===== src/rtl/wb_write_arbiter.sv =====
// wb_write_arbiter: merges pipeline writebacks and queued muldiv results onto one registered
// register-file write port, and tracks muldiv destinations still in flight for decode stalls.
module wb_write_arbiter #(
    parameter int AddrL = 5,
    parameter int WL    = 32,
    parameter int Depth = 4
) (
    input  logic                    clk,
    input  logic                    rst,
    input  logic                    wb_regwrite,
    input  logic [AddrL-1:0]        wb_reg,
    input  logic [WL-1:0]           wb_data,
    input  logic                    md_valid,
    input  logic [AddrL-1:0]        md_reg,
    input  logic [WL-1:0]           md_data,
    output logic                    md_ready,
    input  logic                    issue_valid,
    input  logic [AddrL-1:0]        issue_reg,
    input  logic [AddrL-1:0]        chk_reg1,
    input  logic [AddrL-1:0]        chk_reg2,
    output logic                    stall,
    output logic                    rf_regwrite,
    output logic [AddrL-1:0]        rf_reg,
    output logic [WL-1:0]           rf_data,
    output logic [$clog2(Depth):0]  pending_cnt,
    output logic                    ovf
);
    localparam int PW = $clog2(Depth);
    localparam int NR = 2 ** AddrL;
    localparam logic [PW:0]   FULL  = (PW+1)'(Depth);
    localparam logic [PW-1:0] P_ONE = PW'(1);

    logic [AddrL-1:0] r_mem_reg [Depth];
    logic [WL-1:0]    r_mem_data [Depth];
    logic [PW-1:0]    r_wp, r_rp;
    logic [PW:0]      r_cnt;
    logic [NR-1:0]    r_pend;
    logic             w_wb_take, w_push, w_pop;
    logic [AddrL-1:0] w_head_reg;
    logic [WL-1:0]    w_head_data;

    assign w_wb_take   = wb_regwrite && (wb_reg != '0);
    assign md_ready    = r_cnt < FULL;
    assign w_push      = md_valid && md_ready;
    assign w_pop       = !w_wb_take && (r_cnt != '0);
    assign w_head_reg  = r_mem_reg[r_rp];
    assign w_head_data = r_mem_data[r_rp];
    assign pending_cnt = r_cnt;
    assign stall       = ((chk_reg1 != '0) && r_pend[chk_reg1]) || ((chk_reg2 != '0) && r_pend[chk_reg2]);

    always_ff @(posedge clk) begin
        if (w_push) begin
            r_mem_reg[r_wp]  <= md_reg;
            r_mem_data[r_wp] <= md_data;
        end
    end

    always_ff @(posedge clk or negedge rst) begin
        if (!rst) begin
            r_wp        <= '0;
            r_rp        <= '0;
            r_cnt       <= '0;
            r_pend      <= '0;
            rf_regwrite <= 1'b0;
            rf_reg      <= '0;
            rf_data     <= '0;
            ovf         <= 1'b0;
        end else begin
            r_cnt <= r_cnt + {{PW{1'b0}}, w_push} - {{PW{1'b0}}, w_pop};
            if (w_push)
                r_wp <= r_wp + P_ONE;
            if (w_pop)
                r_rp <= r_rp + P_ONE;
            if (md_valid && !md_ready)
                ovf <= 1'b1;
            if (w_wb_take) begin
                rf_regwrite <= 1'b1;
                rf_reg      <= wb_reg;
                rf_data     <= wb_data;
            end else if (w_pop) begin
                rf_regwrite <= w_head_reg != '0;
                rf_reg      <= w_head_reg;
                rf_data     <= w_head_data;
            end else begin
                rf_regwrite <= 1'b0;
            end
            // a coincident issue to the register being retired must leave it pending
            if (w_pop && (w_head_reg != '0))
                r_pend[w_head_reg] <= 1'b0;
            if (issue_valid && (issue_reg != '0))
                r_pend[issue_reg] <= 1'b1;
        end
    end
endmodule


===== config.mk =====
export PLATFORM = sky130hd
export DESIGN_NAME = wb_write_arbiter
export DESIGN_NICKNAME = d
export VERILOG_FILES = /design/src/rtl/wb_write_arbiter.sv
export SDC_FILE = /design/constraint.sdc
export NUM_CORES = 1
export LEC_CHECK = 0
export CORE_UTILIZATION = 40
export CTS_BUF_LIST = sky130_fd_sc_hd__clkbuf_16
export DETAILED_ROUTE_END_ITERATION = 8
export PLACE_DENSITY_LB_ADDON = 0.1
export REMOVE_ABC_BUFFERS = 1
export SLEW_MARGIN = 0
export SYNTH_ARGS = -nofsm -noshare
export SYNTH_HDL_FRONTEND = slang
export SYNTH_SLANG_ARGS = --single-unit

===== constraint.sdc =====
create_clock -name clk -period 2.26 [get_ports clk]
set_input_delay 0.452 -clock clk [delete_from_list [all_inputs] [get_ports clk]]
set_output_delay 0.452 -clock clk [all_outputs]
set_load 0.01 [all_outputs]

# Word-level counts from Yosys, hierarchy flattened
# Memory sizes are Yosys's and may differ from the RTL's.
# Cells that the tools add are included.
# totals
reg_bits	78
in_bits	94
ramBits	148
output_inout_bits	44
word_cells	62
n_memories	2
# op_classes
n_reduce_logical	20
bitwise_logic	3
muxes	18
n_lt_le_gt_ge	7
n_addsub	4
# mem_list
memory	words	width	rd	rd_clocked_by_memory_dff	write_ports	line_no	text
r_mem_data	4	32	1	0	1	34	logic [WL-1:0] r_mem_data [Depth];
r_mem_reg	4	5	1	0	1	33	logic [AddrL-1:0] r_mem_reg [Depth];
# op_table
cell	n
32-bit 2-to-1 mux	4
32-bit AND	1
32-bit NOT	1
32-bit bitwise OR	1
5-bit nonzero test	5
5-bit by 6-bit less-than comparator with 1-bit output (second input constant)	4
1-bit binary-select mux with 5-bit select	2
1-bit demux with 5-bit select	2
5-bit by 1-bit greater-or-equal comparator with 1-bit output (second input constant)	2
1-bit logical AND	10
5-bit 2-to-1 mux	2
1-bit 2-to-1 mux	8
2-bit by 1-bit adder with 2-bit output (second input constant)	2
3-bit by 1-bit adder with 3-bit output	1
3-bit less-than comparator (second input constant)	1
3-bit nonzero test	1
3-bit by 1-bit subtractor with 3-bit output	1
1-bit logical NOT	2
2-bit nonzero test	1
1-bit logical OR	1

# Depth between registers and ports, before layout
# An unclocked memory read counts as a cell.
# depth
ltp_word	10
mapped_depth	10
depth_no_buf	10

# Least setup slack after synthesis
# Ideal clock, no wire load.
# synth_path
kind	input -> register
start	in wb_reg[1]
end	reg r_cnt[2], in the netlist pending_cnt[2]
required_ps	2131
setup_time_ps	129
path_stages	10
slack_ps	-417
path_buffers	0
arrival_time_ps	2548
cell_sequence	or4_1 -> o21ai_2 -> and2_1 -> ha_1 -> inv_1 -> ha_1 -> inv_1 -> fa_1 -> xnor2_1 -> xnor2_1
# synth_via
elab_chain_len	5
# synth_rtl
item	line_no	text
start, declared	11	input logic [AddrL-1:0] wb_reg,
5-bit nonzero test	42	assign w_wb_take = wb_regwrite && (wb_reg != '0);
1-bit logical AND	42	
1-bit logical NOT	45	assign w_pop = !w_wb_take && (r_cnt != '0);
1-bit logical AND	45	
named net w_pop	38	logic w_wb_take, w_push, w_pop;
3-bit by 1-bit subtractor with 3-bit output	69	r_cnt <= r_cnt + {{PW{1'b0}}, w_push} - {{PW{1'b0}}, w_pop};
end signal, assigned	69	
end, declared	36	logic [PW:0] r_cnt;
# The timed path passes the listed nets, and every way through them passes these cells.
# A chain may end at the register's enable or synchronous reset.

# Worst setup path after layout
# layout_path
start	reg r_pend[11]
end	out stall
# layout_via
elab_chain_len	4
word_cells_on_any_way	7
cone_classes	mux: 4; reduce/logical: 3
# layout_rtl
item	line_no	text
start, declared	37	logic [NR-1:0] r_pend;
start signal, assigned	63	r_pend <= '0;
start signal, assigned by index	89	r_pend[w_head_reg] <= 1'b0;
start signal, assigned by index	91	r_pend[issue_reg] <= 1'b1;
1-bit binary-select mux with 5-bit select	49	assign stall = ((chk_reg1 != '0) && r_pend[chk_reg1]) || ((chk_reg2 != '0) && r_pend[chk_reg2]);
1-bit 2-to-1 mux (implied by the code)	49	
1-bit logical AND	49	
1-bit logical OR (*)	49	
end, declared	21	output logic stall,
# Mark *: on every way between the ends. The rest lies on a longest branch, timed or not. The select of a mux whose other input is x is not followed.

==> metrics.txt <==
status complete, but fails checks; failing checks negative setup slack; Final Worst Setup Slack -0.318 ns; TritonCTS clock tree done; FF-to-FF path depth 9; post-place setup slack -0.905 ns; RSZ-0062 raised after global routing true; deepest clock path buffer count 3; die width approximately 160 um; number of setup violations in the final report 1; # diodes 0; critical path fanouts, max 3; clock skew ~0.022 ns; Initial DRT Pass Iterations 4; post-route ant nets 0; Nets roughly 940; minimum clock period between 2 and 3 ns; Max Freq roughly 390 MHz; total CTS buffers 25; Critical Path RT 1.81 ns; CP arrival approximately 2.1 ns; drt drc 0; leading area contributor after synthesis edfxtp_1; Die H 155 um; Starting Density 0.411; hold endpoint rf_reg[2]; reg-to-reg endpoint pending_cnt[2]; Max H-tree Level 1; Clock Pin Slew Worst Setup and Hold Paths approximately 0.060 ns; Pins Over Slew Limit 0; share of post-route cells with drive strength above 1 0.212; Max VDD drop between 0.6 and 0.7 mV; GPL Wtd Cong roughly 0.83; HP Class in2reg; CTS Sinks roughly 230; synthesized area per cell 14.8 um2; largest net degree at the start of global routing a little over 70; top cells by area, synth edfxtp_1 47%, dfrtp_1 21%, mux4_2 11%; actual slew at the worst max-slew pin 0.539 ns; Slew HR 0.641; mapped cell area 9360 um2; initial antenna violation count 0; routed len/inst 19.6 um; max reg flops around 130; Top FF cell, synth edfxtp_1; PortBufs between 100 and 150; Iter 0 DRT Violations about 270; Fillers 1867; R2R Setup Slk ~0.080 ns; Biggest register r_mem_data; EDFF count, synth roughly 150; io pins ~140; first-pass GRT wire length 36400 um; hold path depth 3; final period utilization 1.14; DR vias/cell around 5.2; Core ar. ~23000 um2; commonest cells after routing, fill and taps aside 148 x edfxtp_1, 125 x clkdlybuf4s50_1, 87 x nand2_1, 75 x dfrtp_1, 61 x buf_4; FP Rows 55; Synth top area share 0.475; Distinct cells, synth 50; routed vias 6089; Post-synth ARST share 0.342; area of the die around 24000 um2; commonest non-fill, non-tap cell in the layout edfxtp_1; total gr overflow 0; min-delay src wb_reg[2]; vias in the first global route 6556; Pleak 4.60 nW; Post-Route WL ~23000 um; top flop regs r_mem_data: 128 flops, rf_data: 32 flops, r_pend: 31 flops; flops & latches, synth 225; # Max-Cap Violations 0; Post-Syn Instances 631; GRT Util Overall 0.198; register area share after synthesis 0.680; Crit Path Class reg2out; Post-DP HPWL ~16000 um; Fin Hold WS 0.246 ns; final hold violations 0; Worst-Skew Late Latency around 0.51 ns; pwr/cell area approximately 1200 nW/um2; Layout area overhead 33.5%; Synth Warn # 0; Worst setup SP type flip-flop; reg2reg start pending_cnt[0]; critical path capture point type output pin; root buffer cell clkbuf_16
## power by group
group | switching [mW] | internal, mW
registers | 0.541 | 5.41
clock network | 1.57 | 2.47
logic | 2.46 | 2.62
total | 4.57 | 10.5
## cell families (layout without fill, tap and decap cells)
kind of cell,count (synthesis),after routing,share of synthesized area
flip-flops,225,225,0.680
AND/OR/NAND/NOR,178,178,0.0877
AO/OA/AOI/OAI,114,114,0.0716
multiplexers,58,58,0.126
buffers and inverters,44,265,0.0196
adder cells (fa/ha/maj),7,7,0.0102
XOR/XNOR,5,5,0.00468
## what timing repair did
item,4_1_cts,5_1_grt
setup buffers,1,7
resized for setup,20,6
pin swaps,4,6
hold buffers,1,0
endpoints found under the setup margin,3,5
hold endpoints to repair,28,0
## through the flow
step	power (mW)	setup TNS, ns	area (um2)	cells	utilization
final	15.1	-0.318	12500	1165	0.549
after global routing	15.9	-0.429	12500	1165	0.549
after CTS	15.2	-0.351	12500	1158	0.547
after detailed placement	11.1	-17.44	11600	1111	0.509
after global placement	11.0	-17.29	11600	1111	0.509
after floorplan	8.62	-67.57	9220	598	-
## worst max-delay path by stage
| stage | cells after the start | slack, ns | to | start |
|---|---|---|---|---|
| floorplan | 10 | -1.84 | pending_cnt[2] | wb_reg[1] |
| global placement | 6 | -0.93 | stall | chk_reg2[0] |
| detailed placement | 6 | -0.91 | stall | chk_reg2[0] |
| CTS | 5 | -0.35 | stall | r_pend[10] |
| global route | 5 | -0.41 | stall | r_pend[11] |
| finish | 5 | -0.32 | stall | r_pend[11] |
## area by class of cell
cell class              instances  area [um2]  share of cell area
well taps                     313         392              0.0313
multi-input cells             362        2850               0.228
clock buffers                  25         626              0.0500
inverters                      11        41.3             0.00330
repair buffers                209        2020               0.161
clock inverters                20         200              0.0160
flip-flops and latches        225        6370               0.510
## Yosys cell counts (2+ instances only)
library cell / number
inv_1: 11
and2_1: 5
or3_1: 2
nand2_1: 87
mux2_2: 5
ha_1: 6
nor2b_1: 5
nand2b_1: 4
o21ai_1: 3
buf_2: 9
clkbuf_1: 22
nor3_1: 2
a31oi_1: 36
nand3_1: 8
edfxtp_1: 148
nand4_1: 5
nand3b_1: 8
o41ai_1: 2
nor2_1: 42
dfrtp_1: 77
a22o_1: 2
xnor2_1: 4
o21ai_0: 57
nor4_1: 2
o31ai_1: 4
mux2i_1: 6
mux4_2: 46
## critical path, cell delays in order (launching register included)
cell and delay (ns):
dfrtp_1 0.40, mux4_2 0.47, o2111a_1 0.25, nor4_2 0.24, nand4_1 0.11, buf_2 0.15
## per-layer routing
layer  track usage  part of all wire  vias to the layer above
met4        0.0481             0.017                        0
met1         0.255              0.42                     3096
met2         0.347              0.51                      147
met3        0.0343             0.050                       30
met5             0                 0                        -
li1              -                 -                     2816
Note: power is estimated with default switching activity, not from simulation.
==> RTL edit 1: new RTL, same settings <==
Register the output `ovf` once more, cleared by the reset; this adds one clock of latency there. The other outputs are not delayed to match.
--- a/src/rtl/wb_write_arbiter.sv
+++ b/src/rtl/wb_write_arbiter.sv
@@ -30,4 +30,6 @@
     localparam logic [PW:0]   FULL  = (PW+1)'(Depth);
     localparam logic [PW-1:0] P_ONE = PW'(1);
+
+    logic ovf_s0;
 
     logic [AddrL-1:0] r_mem_reg [Depth];
@@ -65,5 +67,5 @@
             rf_reg      <= '0;
             rf_data     <= '0;
-            ovf         <= 1'b0;
+            ovf_s0      <= 1'b0;
         end else begin
             r_cnt <= r_cnt + {{PW{1'b0}}, w_push} - {{PW{1'b0}}, w_pop};
@@ -73,5 +75,5 @@
                 r_rp <= r_rp + P_ONE;
             if (md_valid && !md_ready)
-                ovf <= 1'b1;
+                ovf_s0 <= 1'b1;
             if (w_wb_take) begin
                 rf_regwrite <= 1'b1;
@@ -92,4 +94,12 @@
         end
     end
+    always_ff @(posedge clk or negedge rst) begin
+        if (!rst) begin
+            ovf <= '0;
+        end else begin
+            ovf <= ovf_s0;
+        end
+    end
+
 endmodule
 
Formal check against the unedited RTL: not equivalent (Yosys sat finds a counterexample within 10 cycles, from zero or initial values and one cycle with rst low).
==> RTL edit 1 against the original RTL <==
The flow still finishes with violations (negative setup slack); design area grew 0.95%; count of clock-buffer cells in the layout is the same; synthesized cell count grew 0.16%; wire length shrank 0.54%; synthesized area grew 0.27%; global-route usage shrank 0.31 points; critical path depth grew 1; core utilization grew 0.35 points; die area grew 0.26%; hold slack gained 120 ps; total power grew 2.1%; setup slack lost 35 ps; sequential cell count grew 1; highest routed layer is now met5.
==> RTL edit 1: results <==
synth:
  synth_common_cells: "edfxtp_1 (148), nand2_1 (87), dfrtp_1 (78)"
  synth-async-reset-ratio_pct: 34.51
  ys_seq_area_share_pct: 68.12
pwr:
  switching_share_pct: 30.15
  leakage_uw: 0.004641
sta:
  finalClockSkew_ps: 17.07
  tns_ps: -353.1
  fin_hold_ws_ps: 368.7
  slew_headroom_pct: 55.06
  layout_setup_ws_ps: -353.1
  setup_viol: 1
final_layout:
  drive_gt1_share_pct: 21.20
detailed_routing:
  wl_um: 22670
  dr_total_vias: 6118
grt:
  antenna_found_initial: 2
  met1_usage_pct: 23.85
  grt_pass1_vias: 6641
  grtUsageTotal_pct: 19.45
  grt_pass1_wl_um: 35980
  use_met3_pct: 3.788
  met2_usage_pct: 34.90
place:
  hpwlAfterDp_um: 15390
  routabilityCongestion: 0.9041
  placed_area_sq_um: 11590
critical_path:
  ff2ff_setup_slack_ps: 100
  critPathArrivalTime_ps: 2160
  slowest_delay_ps: 490
outcome:
  outcome: "finished, violations left"
  violations: "negative setup slack"
[RTL edit 1: cells by family after synthesis]
logic type | share of synthesized area (%)
muxes | 12.55
xor gates and xnor gates | 0.4664
adders and majority gates | 1.013
buffers and inverters | 1.959
AOI/OAI and AO/OA | 7.143
DFF | 68.12
and+or+nand+nor | 8.742
[RTL edit 1: final cells by class]
cell class / count / area, sq um
clock buffers: 25 / 625.6
flip-flops and latches: 226 / 6399
fillers: 1936 / 10230
clock inverters: 21 / 272.8
multi-input cells: 362 / 2869
repair buffers: 204 / 2022
well taps: 313 / 391.6
inverters: 11 / 41.29
[RTL edit 1: power by group through the flow]
stage	sequential, uW	clock, uW	combinational, uW
finish	5970	4360	5070
global placement	6010	0	4930
global route	6080	4610	5540
detailed placement	6050	0	5020
floorplan	6230	0	2410
CTS	5980	4480	5100
[RTL edit 1: worst min-delay path, stage by stage]
cell,delay (ps)
dlygate4sd2_1,240
nor2_1,110
a31oi_1,50
[RTL edit 1: how the worst max path moves through the flow]
stage	startpoint	end	slack (ps)	cells past startpoint
floorplan	wb_reg[1]	pending_cnt[2]$_DFF_PN0_	-1840	10
global placement	chk_reg1[0]	stall	-830	6
detailed placement	chk_reg1[0]	stall	-870	6
CTS	r_pend[8]$_DFF_PN0_	stall	-360	5
global route	r_pend[7]$_DFF_PN0_	stall	-470	6
finish	r_pend[7]$_DFF_PN0_	stall	-350	6
[RTL edit 1: what timing repair did]
| action | in CTS | in global routing |
|---|---|---|
| setup endpoints to repair | 21 | 31 |
| resized for setup | 21 | 6 |
| pin swaps | 8 | 6 |
| endpoints found under the hold margin | 39 | 0 |
| setup buffers | 6 | 5 |
| hold buffers | 1 | 0 |
[RTL edit 1: stage by stage]
stage / std cells / setup slack, ps
2_1_floorplan: 599 / -1837
3_3_place_gp: 1104 / -825.3
3_5_place_dp: 1104 / -869.2
4_1_cts: 1157 / -362.3
5_1_grt: 1162 / -468.6
6_report: 1162 / -353.1
[RTL edit 1: layer usage]
layer / vias to the layer above / part of all wire [%] / wire (um)
li1: 2808 / - / -
met1: 3122 / 42 / 9446
met2: 142 / 51 / 11620
met3: 44 / 4.4 / 1004
met4: 2 / 2.6 / 592
met5: - / 0.053 / 12
==> RTL edit 2: new RTL, same settings <==
Made on the original files. `AddrL`: 5 -> 3.
--- a/src/rtl/wb_write_arbiter.sv
+++ b/src/rtl/wb_write_arbiter.sv
@@ -2,5 +2,5 @@
 // register-file write port, and tracks muldiv destinations still in flight for decode stalls.
 module wb_write_arbiter #(
-    parameter int AddrL = 5,
+    parameter int AddrL = 3,
     parameter int WL    = 32,
     parameter int Depth = 4
Ports: changed (6 resized); port bits go from 138 to 126. The function was not compared with the original's and may differ.
==> RTL edit 2 against the original RTL <==
Combinational power down 25%; total power shrank 23%; via count decreased by 25%; wire length shrank 27%; setup slack better by 340 ps; sequential cell count down 34; count of clock-buffer cells in the layout down 8; design area fell by 21%; synthesized area decreased by 19%; highest routed layer unchanged.
==> RTL edit 2: results <==
outcome:
  outcome: "finished clean"
grt:
  grt_pass1_wl_um: 26160
  grt_max_degree: 41
  grtUsageTotal_pct: 18.09
detailed_routing:
  wire_per_inst_um: 19.35
  dr.first_iter.drc_count: 240
  routed-wl-met3_um: 623
  wirelength_met1_um: 7551
  met2WireLength_um: 8207
clock_network:
  cts_max_level: 4
  cts_made_buffers: 17
  cts_setup_buffers: 0
  insertion_delay_ps: 430
  cts_max_path_buffers: 2
critical_path:
  slowest_delay_ps: 500
  crit_fanout: 1
  cpLargestDelayFamily: "buffers and inverters"
  reg2reg_from: "pending_cnt[2]$_DFF_PN0_"
  critPathArrivalTime_ps: 1780
hold_path:
  holdPathEnd: "ovf$_DFFE_PN0P_"
  min-delay-start: "ovf$_DFFE_PN0P_"
  worstHoldPathCells: 1
  hp-class: "reg2reg"
final_layout:
  num-nets-final: 701
  drive_gt1_share_pct: 16.85
sta:
  setup_viol: 0
  slew_headroom_pct: 58.84
  finalClockSkew_ps: 15.02
place:
  routabilityCongestion: 0.7696
  post-place-ws_ps: -470.2
  hpwlAfterDp_um: 10650
synth:
  synth_enable_flop_cells: 140
  synth_common_cells: "edfxtp_1 (140), a21oi_1 (67), dfrtp_1 (51)"
  ys_seq_area_share_pct: 72.13
  synth-async-reset-ratio_pct: 26.70
  synthTopCellsByArea: "edfxtp_1 (55%), dfrtp_1 (17%), mux4_2 (11%)"
pwr:
  max-vdd-ir-drop_mv: 0.9434
  leakage_uw: 0.003600
  switching_share_pct: 29.87
[RTL edit 2: cells by family (layout without fill, tap and decap cells)]
family          Yosys count  after routing  synth area share [%]
compound gates           80             80                 5.781
xor+xnor                  5              5                0.5764
fa+ha+maj                 7              7                 1.252
buf+inv                  35            195                 2.289
flops                   191            191                 72.13
mux                      42             42                 11.69
simple gates            103            103                 6.275
[RTL edit 2: final cells by class]
type                    count  area share [%]
clock buffers              17           4.282
flip-flops and latches    191           55.18
repair buffers            153           15.93
multi-input cells         237           19.82
clock inverters            15           1.461
well taps                 234           2.947
inverters                  10          0.3778
[RTL edit 2: how the worst max path moves through the flow]
stage                                           to                     start  cells past startpoint
after CTS                                    stall               chk_reg2[2]                      4
after detailed placement                     stall               chk_reg2[0]                      5
final                                        stall               chk_reg2[2]                      4
after floorplan           pending_cnt[2]$_DFF_PN0_  pending_cnt[1]$_DFF_PN0_                      8
after global routing                         stall               chk_reg2[2]                      4
after global placement                       stall               chk_reg2[0]                      5
[RTL edit 2: layer usage]
metal  global-route usage [%]  up-vias
li1                         -     2071
met1                    23.88     2394
met2                    29.89      106
met3                    3.751       15
met4                    6.073        0
met5                        0        -
[RTL edit 2: stage by stage]
stage          hold WS (ps)  cells  cell area, sq um  power [uW]  TNS [ps]
6_report              453.8    857              9936       11660         0
2_1_floorplan         156.4    438              7461        7064    -38770
4_1_cts               460.2    857              9936       11840         0
3_3_place_gp          431.7    824              9356        8835    -735.9
3_5_place_dp          430.2    824              9356        8941    -886.9
5_1_grt               483.9    857              9936       12290         0
[RTL edit 2: timing repair]
item | 4_1_cts | 5_1_grt
hold endpoints to repair | 16 | 0
resized for setup | 5 | 0
hold buffers | 1 | 0
endpoints found under the setup margin | 1 | 0
[RTL edit 2: power by group through the flow]
stage | sequential (uW) | clock (uW) | combinational, uW
finish | 4970 | 2900 | 3790
global route | 5060 | 3100 | 4130
CTS | 4990 | 2970 | 3890
detailed placement | 5060 | 0 | 3880
global placement | 5020 | 0 | 3820
floorplan | 5260 | 0 | 1800
